$ cat src/rtl/ac_datapath.sv
// ac_datapath: register file + accumulator + ALU behind a valid/ready micro-op port.
// Optional shift-add multiplier (opcode 13) is built when AC_DATAPATH_MUL_EN is defined;
// without it opcode 13 is rejected as illegal and the block is always ready.
module ac_datapath #(
    parameter  int WIDTH = 16,
    parameter  int NREG  = 8,
    localparam int RAW   = (NREG > 1) ? $clog2(NREG) : 1
) (
    input  logic             clk,
    input  logic             rst_n,
    input  logic             cmd_valid,
    output logic             cmd_ready,
    input  logic [3:0]       cmd_op,
    input  logic [RAW-1:0]   cmd_reg,
    input  logic [WIDTH-1:0] datain,
    output logic [WIDTH-1:0] dataout,
    output logic             z,
    output logic             c,
    output logic             busy,
    output logic             done,
    output logic             illegal
);

    localparam logic [3:0] OP_NOP  = 4'd0;
    localparam logic [3:0] OP_LDR  = 4'd1;
    localparam logic [3:0] OP_LDAC = 4'd2;
    localparam logic [3:0] OP_STAC = 4'd3;
    localparam logic [3:0] OP_ADD  = 4'd4;
    localparam logic [3:0] OP_SUB  = 4'd5;
    localparam logic [3:0] OP_AND  = 4'd6;
    localparam logic [3:0] OP_OR   = 4'd7;
    localparam logic [3:0] OP_XOR  = 4'd8;
    localparam logic [3:0] OP_INC  = 4'd9;
    localparam logic [3:0] OP_CLR  = 4'd10;
    localparam logic [3:0] OP_SHL  = 4'd11;
    localparam logic [3:0] OP_SHR  = 4'd12;
    localparam logic [3:0] OP_MUL  = 4'd13;

    localparam logic [RAW:0] NREG_W = NREG[RAW:0];

    logic [WIDTH-1:0] ac_q, ac_d;
    logic             z_q, z_d;
    logic             c_q, c_d;
    logic             done_q, done_d;
    logic             illegal_q, illegal_d;
    logic [WIDTH-1:0] reg_q [NREG];
    logic [WIDTH-1:0] reg_d [NREG];

    logic             accept;
    logic             uses_reg;
    logic             reg_ok;
    logic             op_known;
    logic             op_legal;
    logic             ac_wr;
    logic [WIDTH-1:0] rd;
    logic [WIDTH:0]   sum;

`ifdef AC_DATAPATH_MUL_EN
    localparam int            CW   = $clog2(WIDTH);
    localparam logic [CW-1:0] LAST = CW'(WIDTH - 1);

    typedef enum logic {S_IDLE, S_MUL} state_t;

    state_t           state_q, state_d;
    logic [WIDTH-1:0] mplier_q, mplier_d;
    logic [WIDTH-1:0] mcand_q, mcand_d;
    logic [WIDTH-1:0] prod_q, prod_d;
    logic [CW-1:0]    cnt_q, cnt_d;
    logic [WIDTH-1:0] partial;

    assign busy = (state_q == S_MUL);
`else
    assign busy = 1'b0;
`endif

    assign cmd_ready = !busy;
    assign accept    = cmd_valid && cmd_ready;
    assign dataout   = ac_q;
    assign z         = z_q;
    assign c         = c_q;
    assign done      = done_q;
    assign illegal   = illegal_q;

    // Decode legality: unknown opcodes and out-of-range register operands are rejected.
    always_comb begin
        uses_reg = ((cmd_op >= OP_LDR) && (cmd_op <= OP_XOR)) || (cmd_op == OP_MUL);
        reg_ok   = ({1'b0, cmd_reg} < NREG_W);
        op_known = (cmd_op <= OP_SHR);
`ifdef AC_DATAPATH_MUL_EN
        if (cmd_op == OP_MUL) op_known = 1'b1;
`endif
        op_legal = op_known && (!uses_reg || reg_ok);
        rd       = reg_ok ? reg_q[cmd_reg] : '0;
        sum      = {1'b0, ac_q} + {1'b0, rd};
    end

    // Next-state: single-cycle ALU ops at accept, multiplier sequencing while busy.
    always_comb begin
        ac_d      = ac_q;
        z_d       = z_q;
        c_d       = c_q;
        reg_d     = reg_q;
        done_d    = 1'b0;
        illegal_d = 1'b0;
        ac_wr     = 1'b0;
`ifdef AC_DATAPATH_MUL_EN
        state_d  = state_q;
        mplier_d = mplier_q;
        mcand_d  = mcand_q;
        prod_d   = prod_q;
        cnt_d    = cnt_q;
        partial  = prod_q + (mplier_q[0] ? mcand_q : '0);
`endif
        if (accept) begin
            done_d = 1'b1;
            if (!op_legal) begin
                illegal_d = 1'b1;
            end else begin
                case (cmd_op)
                    OP_LDR:  reg_d[cmd_reg] = datain;
                    OP_LDAC: begin ac_d = rd;          ac_wr = 1'b1; end
                    OP_STAC: reg_d[cmd_reg] = ac_q;
                    OP_ADD:  begin ac_d = sum[WIDTH-1:0]; c_d = sum[WIDTH]; ac_wr = 1'b1; end
                    OP_SUB:  begin ac_d = ac_q - rd;   c_d = (ac_q < rd); ac_wr = 1'b1; end
                    OP_AND:  begin ac_d = ac_q & rd;   ac_wr = 1'b1; end
                    OP_OR:   begin ac_d = ac_q | rd;   ac_wr = 1'b1; end
                    OP_XOR:  begin ac_d = ac_q ^ rd;   ac_wr = 1'b1; end
                    OP_INC:  begin ac_d = ac_q + 1'b1; ac_wr = 1'b1; end
                    OP_CLR:  begin ac_d = '0;          ac_wr = 1'b1; end
                    OP_SHL:  begin ac_d = ac_q << 1;   c_d = ac_q[WIDTH-1]; ac_wr = 1'b1; end
                    OP_SHR:  begin ac_d = ac_q >> 1;   c_d = ac_q[0];       ac_wr = 1'b1; end
`ifdef AC_DATAPATH_MUL_EN
                    OP_MUL: begin
                        // Snapshot operands; done is deferred to the final step.
                        done_d   = 1'b0;
                        state_d  = S_MUL;
                        mplier_d = ac_q;
                        mcand_d  = rd;
                        prod_d   = '0;
                        cnt_d    = '0;
                    end
`endif
                    default: ;
                endcase
            end
        end
`ifdef AC_DATAPATH_MUL_EN
        if (state_q == S_MUL) begin
            // One multiplier bit per cycle; only the low WIDTH product bits are kept.
            prod_d   = partial;
            mcand_d  = mcand_q << 1;
            mplier_d = mplier_q >> 1;
            cnt_d    = cnt_q + CW'(1);
            if (cnt_q == LAST) begin
                ac_d    = partial;
                ac_wr   = 1'b1;
                c_d     = 1'b0;
                done_d  = 1'b1;
                state_d = S_IDLE;
            end
        end
`endif
        if (ac_wr) z_d = (ac_d == '0);
    end

    // State registers; reset also aborts any multiply in flight.
    always_ff @(posedge clk) begin
        if (!rst_n) begin
            ac_q      <= '0;
            z_q       <= 1'b1;
            c_q       <= 1'b0;
            done_q    <= 1'b0;
            illegal_q <= 1'b0;
            for (int i = 0; i < NREG; i++) reg_q[i] <= '0;
`ifdef AC_DATAPATH_MUL_EN
            state_q  <= S_IDLE;
            mplier_q <= '0;
            mcand_q  <= '0;
            prod_q   <= '0;
            cnt_q    <= '0;
`endif
        end else begin
            ac_q      <= ac_d;
            z_q       <= z_d;
            c_q       <= c_d;
            done_q    <= done_d;
            illegal_q <= illegal_d;
            reg_q     <= reg_d;
`ifdef AC_DATAPATH_MUL_EN
            state_q  <= state_d;
            mplier_q <= mplier_d;
            mcand_q  <= mcand_d;
            prod_q   <= prod_d;
            cnt_q    <= cnt_d;
`endif
        end
    end

endmodule
$ cat config.mk
export PLATFORM = sky130hd
export DESIGN_NAME = ac_datapath
export DESIGN_NICKNAME = d
export VERILOG_FILES = /design/src/rtl/ac_datapath.sv
export SDC_FILE = /design/constraint.sdc
export NUM_CORES = 1
export LEC_CHECK = 0
export BUFFER_PORTS_ARGS = -buffer_cell sky130_fd_sc_hd__buf_2
export CORE_ASPECT_RATIO = 1.5
export CORE_MARGIN = 2
export CORE_UTILIZATION = 25
export DETAILED_ROUTE_END_ITERATION = 12
export SLEW_MARGIN = 0
export SYNTH_ARGS = -nofsm -noshare
export SYNTH_HDL_FRONTEND = slang
export SYNTH_SLANG_ARGS = --single-unit
export TNS_END_PERCENT = 20
$ cat constraint.sdc
create_clock -name clk -period 9.55 [get_ports clk]
set_input_delay 0.4775 -clock clk [delete_from_list [all_inputs] [get_ports clk]]
set_output_delay 0.4775 -clock clk [all_outputs]
set_load 0.01 [all_outputs]
==> flow_metrics.env, run 1 <==
export IMPL_design_die_area_mm2=0.0395
export IMPL_final_period_utilization_pct=50.6
export IMPL_cts_sinks=148
export IMPL_netlist_area_mm2=0.00948
export IMPL_cts_buffers=17
export IMPL_cts_htree_levels=4
export IMPL_drt_initial_drc_count=627
export IMPL_cts_buffer_depth=2
export IMPL_most_numerous_cell_types_in_the_synthesized_netlist="nor2_1, dfxtp_1, a211oi_1"
export IMPL_reg2reg_from="reg_q[39]"
export IMPL_crit_path_cell_chain="buf_2, nor2b_1, a221oi_1, o22ai_1, inv_1, ha_1, o21a_1, o21a_1, a2bb2oi_2, nor2_1, or4b_1, a21o_1, o21a_1, a2111oi_2, nand4b_1, o31ai_2"
export IMPL_placement_io_buffers=45
export IMPL_design_portCount=48
export IMPL_critical_path_slowest_cell="buf_2"
export IMPL_postSynthNetCount=1202
export IMPL_post_route_cells_drive_above_1_share_pct=12.7
export IMPL_yosys_warnings=0
export IMPL_timing_final_setup_violations=0
export IMPL_m1WireLength_um=12300
export IMPL_postCtsResizedCells=0
export IMPL_gp_routability_congestion=0.942
export IMPL_tritoncts="done"
export IMPL_ff2ff_setup_slack_ps=5340
export IMPL_ctsHoldBuffers=0
export IMPL_first_pass_iters=6
export IMPL_inserted_diodes=0
export IMPL_number_of_global_route_vias_before_repair=8664
export IMPL_postSynthCellCount=1124
export IMPL_cp_max_fo=43
export IMPL_timing_final_max_slew_violations=0
export IMPL_most_frequent_cell_on_critical_path="o21a_1"
export IMPL_cpPeakStageDelay_ps=730
export IMPL_outcome="finished, final reports clean"
export IMPL_crit_family="compound AO/OA/AOI/OAI gates"
export IMPL_finalSetupTns_ps=0
export IMPL_nets=1188
export IMPL_met2WireLength_um=16600
export IMPL_power_mw=1.65
export IMPL_wl_per_cell_um=20.2
export IMPL_rsz0062_at_grt="no"
export IMPL_min_to="done"
export IMPL_synth_edff_count=0
export IMPL_ys_ff_latch=148
export IMPL_clkLatencyLatePin_ps=450
export IMPL_top_layer="met4"
export IMPL_final_hold_violation_count=0
export IMPL_die_w_um=163
export IMPL_max_cap_violations=0
export IMPL_power_density_mw_per_mm2=155
export IMPL_drc_errors=0
export IMPL_timing_worst_setup_path_type="input port to register"
export IMPL_timing_critical_path_arrival_ps=5180
export IMPL_hold_path_startpoint="cmd_valid"
export IMPL_maxSlewHeadroom_pct=26.6
export IMPL_synth_area_per_cell_um2=8.43
export IMPL_starting_density_pct=25.2
export IMPL_cellLeakagePower_nw=3.65
export IMPL_initial_antenna_violation_count=0
export IMPL_top_achievable_clock_speed_mhz=207
export IMPL_synth_async_reset_ratio_pct=0
export IMPL_clock_skew_final_ps=13.0
export IMPL_dominant_cell_type_by_area_after_synthesis="dfxtp_1"
export IMPL_irDropWorstVdd_mv=0.137
export IMPL_synth_top_cells_by_area="dfxtp_1, a211oi_1, nor2_1"
export IMPL_hpwl_um=23500
export IMPL_route_vias_total=8738
export IMPL_cp_num_buf_inv=2
export IMPL_synth_top_cell_area_share_pct=31.3
export IMPL_synthDistinctLibCells=89
export IMPL_tightestPinTransition_ps=1070
export IMPL_end_kind="register"
export IMPL_synth_seq_area_share_pct=31.3
export IMPL_postCtsSetupRepairBufs=0
export IMPL_area_sequential_mm2=0.00296
export IMPL_sum_of_overflow_across_all_layers_after_global_routing=0
export IMPL_drt_total_wl_um=32600
export IMPL_layout_area_growth_over_synthesis_pct=12.6
export IMPL_route_detailed_vias_per_inst=5.42
export IMPL_route_antenna_remaining_nets=0
export IMPL_synth_most_common_cell="nor2_1"
export IMPL_rows=87
export IMPL_global_route_usage_total_pct=16.5
export IMPL_dominantRegCellSynth="dfxtp_1"
export IMPL_crit_reg2reg_capture="z"
export IMPL_startpoint_type="input port"
export IMPL_filler_instances=3951
export IMPL_worstHoldPathType="input port to register"
export IMPL_die_height_um=243
export IMPL_cp_required_ps=9900
export IMPL_path_clk_slew_ps=70
export IMPL_layout_min_cycle_time_ps=4830
export IMPL_rr_worst_depth=14
export IMPL_maximum_number_of_pins_on_one_net_before_global_route_repair=96
export IMPL_clk_root_buffer_cell="clkbuf_16"
export IMPL_coreArea_mm2=0.0376
export IMPL_min_delay_path_depth=2
export IMPL_dr_wl_met3_um=1870
export IMPL_grt_first_pass_wirelength_um=50300
export IMPL_multi_input_area_mm2=0.00597
-- flip-flops by register name, summed over array words and instances, names as in the netlist --
name	count
c	1
dataout	16
done	1
illegal	1
reg_q	128
z	1
-- cell families after synthesis --
family                     Yosys count  share of synthesized area, %
AOI/OAI and AO/OA                  356                          28.0
xor gates and xnor gates            26                          2.40
adders and majority gates           52                          7.02
buffers and inverters              147                          6.85
DFF                                148                          31.3
muxes                               53                          7.36
other                                2                        0.0792
and+or+nand+nor                    340                          17.0
-- cell type report --
| type | instances | share of cell area [%] |
|---|---|---|
| sequential | 148 | 27.8 |
| multi-input combinational | 829 | 55.9 |
| clock buffer | 21 | 4.22 |
| clock inverter | 10 | 1.17 |
| timing repair buffer | 64 | 3.45 |
| inverter | 50 | 1.78 |
| tap | 489 | 5.73 |
-- power by group --
part / total (mW) / internal [mW] / switching, mW
Combinational: 0.327 / 0.116 / 0.211
Clock: 0.667 / 0.392 / 0.275
Sequential: 0.659 / 0.630 / 0.0295
Total: 1.65 / 1.14 / 0.515
-- routing by layer --
layer  track usage (%)  up-vias
met2              29.1      348
met4              10.2        0
li1                  -     4158
met1              18.3     4117
met5                 0        -
met3              2.89      115
-- metrics by stage --
stage          hold WS, ps  util [%]  cells  cell area [µm²]  setup slack, ps
6_report               397      28.4   1611            10700             4720
5_1_grt                406      28.4   1611            10700             4470
4_1_cts                371      28.4   1611            10700             4790
3_5_place_dp           445      26.9   1580            10100             4330
3_3_place_gp           444      26.9   1580            10100             4420
2_1_floorplan          474         -   1124             9480             5380
-- placed cells by master (no fill, tap or decap), types with 6 or more instances in the layout --
master / Yosys / final
mux4_2: 12 / 12
buf_2: 15 / 45
buf_4: 5 / 19
nor2_2: 0 / 6
nand3_1: 15 / 15
a221o_1: 6 / 6
nor2b_1: 11 / 11
o22ai_1: 11 / 11
a22oi_1: 17 / 17
nor3_1: 19 / 15
a221oi_1: 27 / 27
inv_1: 48 / 48
clkbuf_16: 0 / 17
a211oi_1: 141 / 141
xnor2_1: 23 / 23
nand4_1: 6 / 6
mux2i_1: 27 / 27
mux2_2: 9 / 9
a21o_1: 9 / 9
or3_1: 6 / 6
nand2_1: 52 / 52
a21oi_1: 34 / 34
dfxtp_1: 148 / 148
ha_1: 50 / 50
a31oi_1: 6 / 6
nor4_1: 7 / 7
and2_1: 11 / 11
o211ai_1: 8 / 8
nor2_1: 169 / 163
o21ai_0: 29 / 29
-- worst max-delay path by stage --
stage	start	slack (ps)	end	depth (start not counted)
after CTS	cmd_reg[1]	4790	z	16
after detailed placement	cmd_reg[0]	4330	z	19
after global placement	cmd_reg[0]	4420	z	19
final	cmd_reg[1]	4720	z	16
after floorplan	cmd_reg[1]	5380	z	19
after global routing	cmd_reg[1]	4470	z	16
Note: power is estimated with default switching activity, not from simulation.
==> run 2: changes to the inputs <==
--- a/config.mk
+++ b/config.mk
@@ -5,6 +5,7 @@
 export SDC_FILE = /design/constraint.sdc
 export NUM_CORES = 1
 export LEC_CHECK = 0
+export ABC_AREA = 1
 export BUFFER_PORTS_ARGS = -buffer_cell sky130_fd_sc_hd__buf_2
 export CORE_ASPECT_RATIO = 1.5
 export CORE_MARGIN = 2
==> constraint.sdc (replaced) <==
create_clock -name clk -period 3.9 [get_ports clk]
set_input_delay 0.195 -clock clk [delete_from_list [all_inputs] [get_ports clk]]
set_output_delay 0.195 -clock clk [all_outputs]
set_load 0.01 [all_outputs]
==> flow_metrics.env, run 2 <==
export IMPL_top_achievable_clock_speed_mhz=290
export IMPL_postCtsResizedCells=0
export IMPL_max_cap_violations=0
export IMPL_die_w_um=171
export IMPL_comb_power_share_pct=20.8
export IMPL_rsz0062_at_grt="no"
export IMPL_route_vias_total=11199
export IMPL_ctsHoldBuffers=0
export IMPL_cts_buffers=17
export IMPL_p_clk_share_pct=41.4
export IMPL_largest_register_ffs=128
export IMPL_final_cell_count_no_fill=2356
export IMPL_die_height_um=254
export IMPL_max_flop_register="reg_q"
export IMPL_timing_final_setup_violations=0
export IMPL_ys_ff_latch=148
export IMPL_sum_of_overflow_across_all_layers_after_global_routing=0
export IMPL_placement_setup_worst_slack_ps=40.9
export IMPL_cts_htree_levels=4
export IMPL_timing_critical_path_arrival_ps=3840
export IMPL_coreArea_mm2=0.0412
export IMPL_tightestPinTransition_ps=1200
export IMPL_postSynthNetCount=1848
export IMPL_most_numerous_cell_types_in_the_synthesized_netlist="nand2_1, inv_1, o21ai_0"
export IMPL_placed_cells=2323
export IMPL_first_pass_iters=9
export IMPL_final_period_utilization_pct=88.5
export IMPL_layout_min_cycle_time_ps=3450
export IMPL_fin_hold_ws_ps=13.5
export IMPL_cts_sinks=148
export IMPL_path_clk_slew_ps=70
export IMPL_power_sequential_fraction_pct=37.8
export IMPL_final_hold_violation_count=0
export IMPL_cell_internal_power_mw=2.83
export IMPL_final_cell_area_mm2=0.0118
export IMPL_design_portCount=48
export IMPL_cts_buffer_depth=2
export IMPL_cp_max_fo=14
export IMPL_worstHoldPathType="input port to register"
export IMPL_rows=91
export IMPL_clock_skew_final_ps=6.49
export IMPL_drt_initial_drc_count=857
export IMPL_dominant_cell_type_by_area_after_synthesis="dfxtp_1"
export IMPL_starting_density_pct=25.3
export IMPL_end_kind="register"
export IMPL_route_antenna_remaining_nets=0
export IMPL_cellLeakagePower_nw=5.33
export IMPL_synth_most_common_cell="nand2_1"
export IMPL_postSynthCellCount=1770
export IMPL_synth_top_cells_by_area="dfxtp_1, nand2_1, inv_1"
export IMPL_final_cell_mix="nand2_1, inv_1, o21ai_0, a21oi_1, nand3_1"
export IMPL_hpwl_um=30300
export IMPL_clk_root_buffer_cell="clkbuf_16"
export IMPL_synth_top_cell_area_share_pct=28.4
export IMPL_outcome="finished, final reports clean"
export IMPL_placed_area_mm2=0.0112
export IMPL_dominantRegCellSynth="dfxtp_1"
export IMPL_global_route_usage_total_pct=18.3
export IMPL_clkLatencyLatePin_ps=440
export IMPL_maximum_number_of_pins_on_one_net_before_global_route_repair=129
export IMPL_placement_io_buffers=45
export IMPL_postCtsSetupRepairBufs=0
export IMPL_post_route_cells_drive_above_1_share_pct=7.29
export IMPL_drt_total_wl_um=39700
export IMPL_layout_cells_most_common="nand2_1"
export IMPL_maxSlewHeadroom_pct=19.5
export IMPL_sw_frac_of_total_pct=32.4
export IMPL_timing_final_max_slew_violations=0
export IMPL_power_density_mw_per_mm2=354
export IMPL_wl_per_cell_um=16.8
export IMPL_design_die_area_mm2=0.0434
export IMPL_synth_seq_area_share_pct=28.4
export IMPL_drc_errors=0
export IMPL_synthDistinctLibCells=34
export IMPL_route_detailed_vias_per_inst=4.75
export IMPL_grt_first_pass_wirelength_um=60800
export IMPL_cp_required_ps=4290
export IMPL_irDropWorstVdd_mv=0.303
export IMPL_synth_edff_count=0
export IMPL_synth_area_per_cell_um2=5.90
export IMPL_netlist_area_mm2=0.0104
export IMPL_worst_setup_slack_after_layout_ps=450
export IMPL_nets=1862
export IMPL_tritoncts="done"
export IMPL_power_mw=4.19
export IMPL_yosys_warnings=0
export IMPL_layout_area_growth_over_synthesis_pct=13.4
export IMPL_finalSetupTns_ps=0
export IMPL_utilization_pct=28.7
export IMPL_number_of_global_route_vias_before_repair=10927
export IMPL_gp_routability_congestion=0.966
export IMPL_initial_antenna_violation_count=2
export IMPL_startpoint_type="input port"
export IMPL_synth_async_reset_ratio_pct=0
export IMPL_switching_power_mw=1.36
export IMPL_timing_worst_setup_path_type="input port to register"
==> run 2: per-layer routing <==
layer | wire length (µm) | GRT usage (%) | vias to the layer above | part of all wire, %
met5 | 7 | 0 | - | 0.018
li1 | - | - | 5616 | -
met3 | 1890 | 2.86 | 112 | 4.8
met2 | 20200 | 33.6 | 364 | 51
met1 | 14900 | 19.1 | 5105 | 38
met4 | 2640 | 12.3 | 2 | 6.7
==> run 2: final cells by class <==
type,instances,area (µm²)
Antenna cell,1,2.50
Inverter,273,1020
Clock inverter,11,150
Fill cell,4711,29400
Multi-Input combinational cell,1261,6030
Timing Repair Buffer,83,510
Tap cell,558,698
Clock buffer,21,460
Sequential cell,148,2960
==> run 2: logic make-up (layout without fill, tap and decap cells) <==
kind of cell               Yosys count  in the layout  synth area share, %
and+or+nand+nor                    836            836                 33.0
AOI/OAI and AO/OA                  369            369                 18.1
buffers and inverters              361            388                 13.9
DFF                                148            148                 28.4
adders and majority gates           52             52                 6.38
other                                2              3               0.0720
xor gates and xnor gates             2              2                0.168
==> run 2: worst paths after layout <==
kind | from | to | slack, ps | depth (start not counted)
setup reg to reg | reg_q[26] | z | 480 | 21
setup / recovery | cmd_reg[1] | z | 450 | 23
hold reg to reg | reg_q[17] | reg_q[17] | 440 | 2
hold / removal | cmd_valid | done | 10 | 3
==> run 2: power groups by stage <==
stage / registers (mW) / logic (mW) / clock network, mW
5_1_grt: 1.58 / 0.967 / 1.82
2_1_floorplan: 1.60 / 0.549 / 0
3_3_place_gp: 1.61 / 0.857 / 0
4_1_cts: 1.58 / 0.859 / 1.76
3_5_place_dp: 1.61 / 0.856 / 0
6_report: 1.58 / 0.871 / 1.73
==> run 2: critical path: stages <==
cell     delay (ps)
buf_2           110
buf_4           170
nor2_2          330
buf_4           280
nand3_1          90
nand2_1          80
nor2_1           40
nand2_1         140
inv_1            80
ha_1            440
nor2_1          290
nand2_1         280
nor2_1          180
nand2_1         250
nand3_1         160
nand2_1          60
nand3_1          70
nand3_1         100
nand2_1         120
nand2_1         100
nor2_1          100
nand4_1         100
nand2_1          70
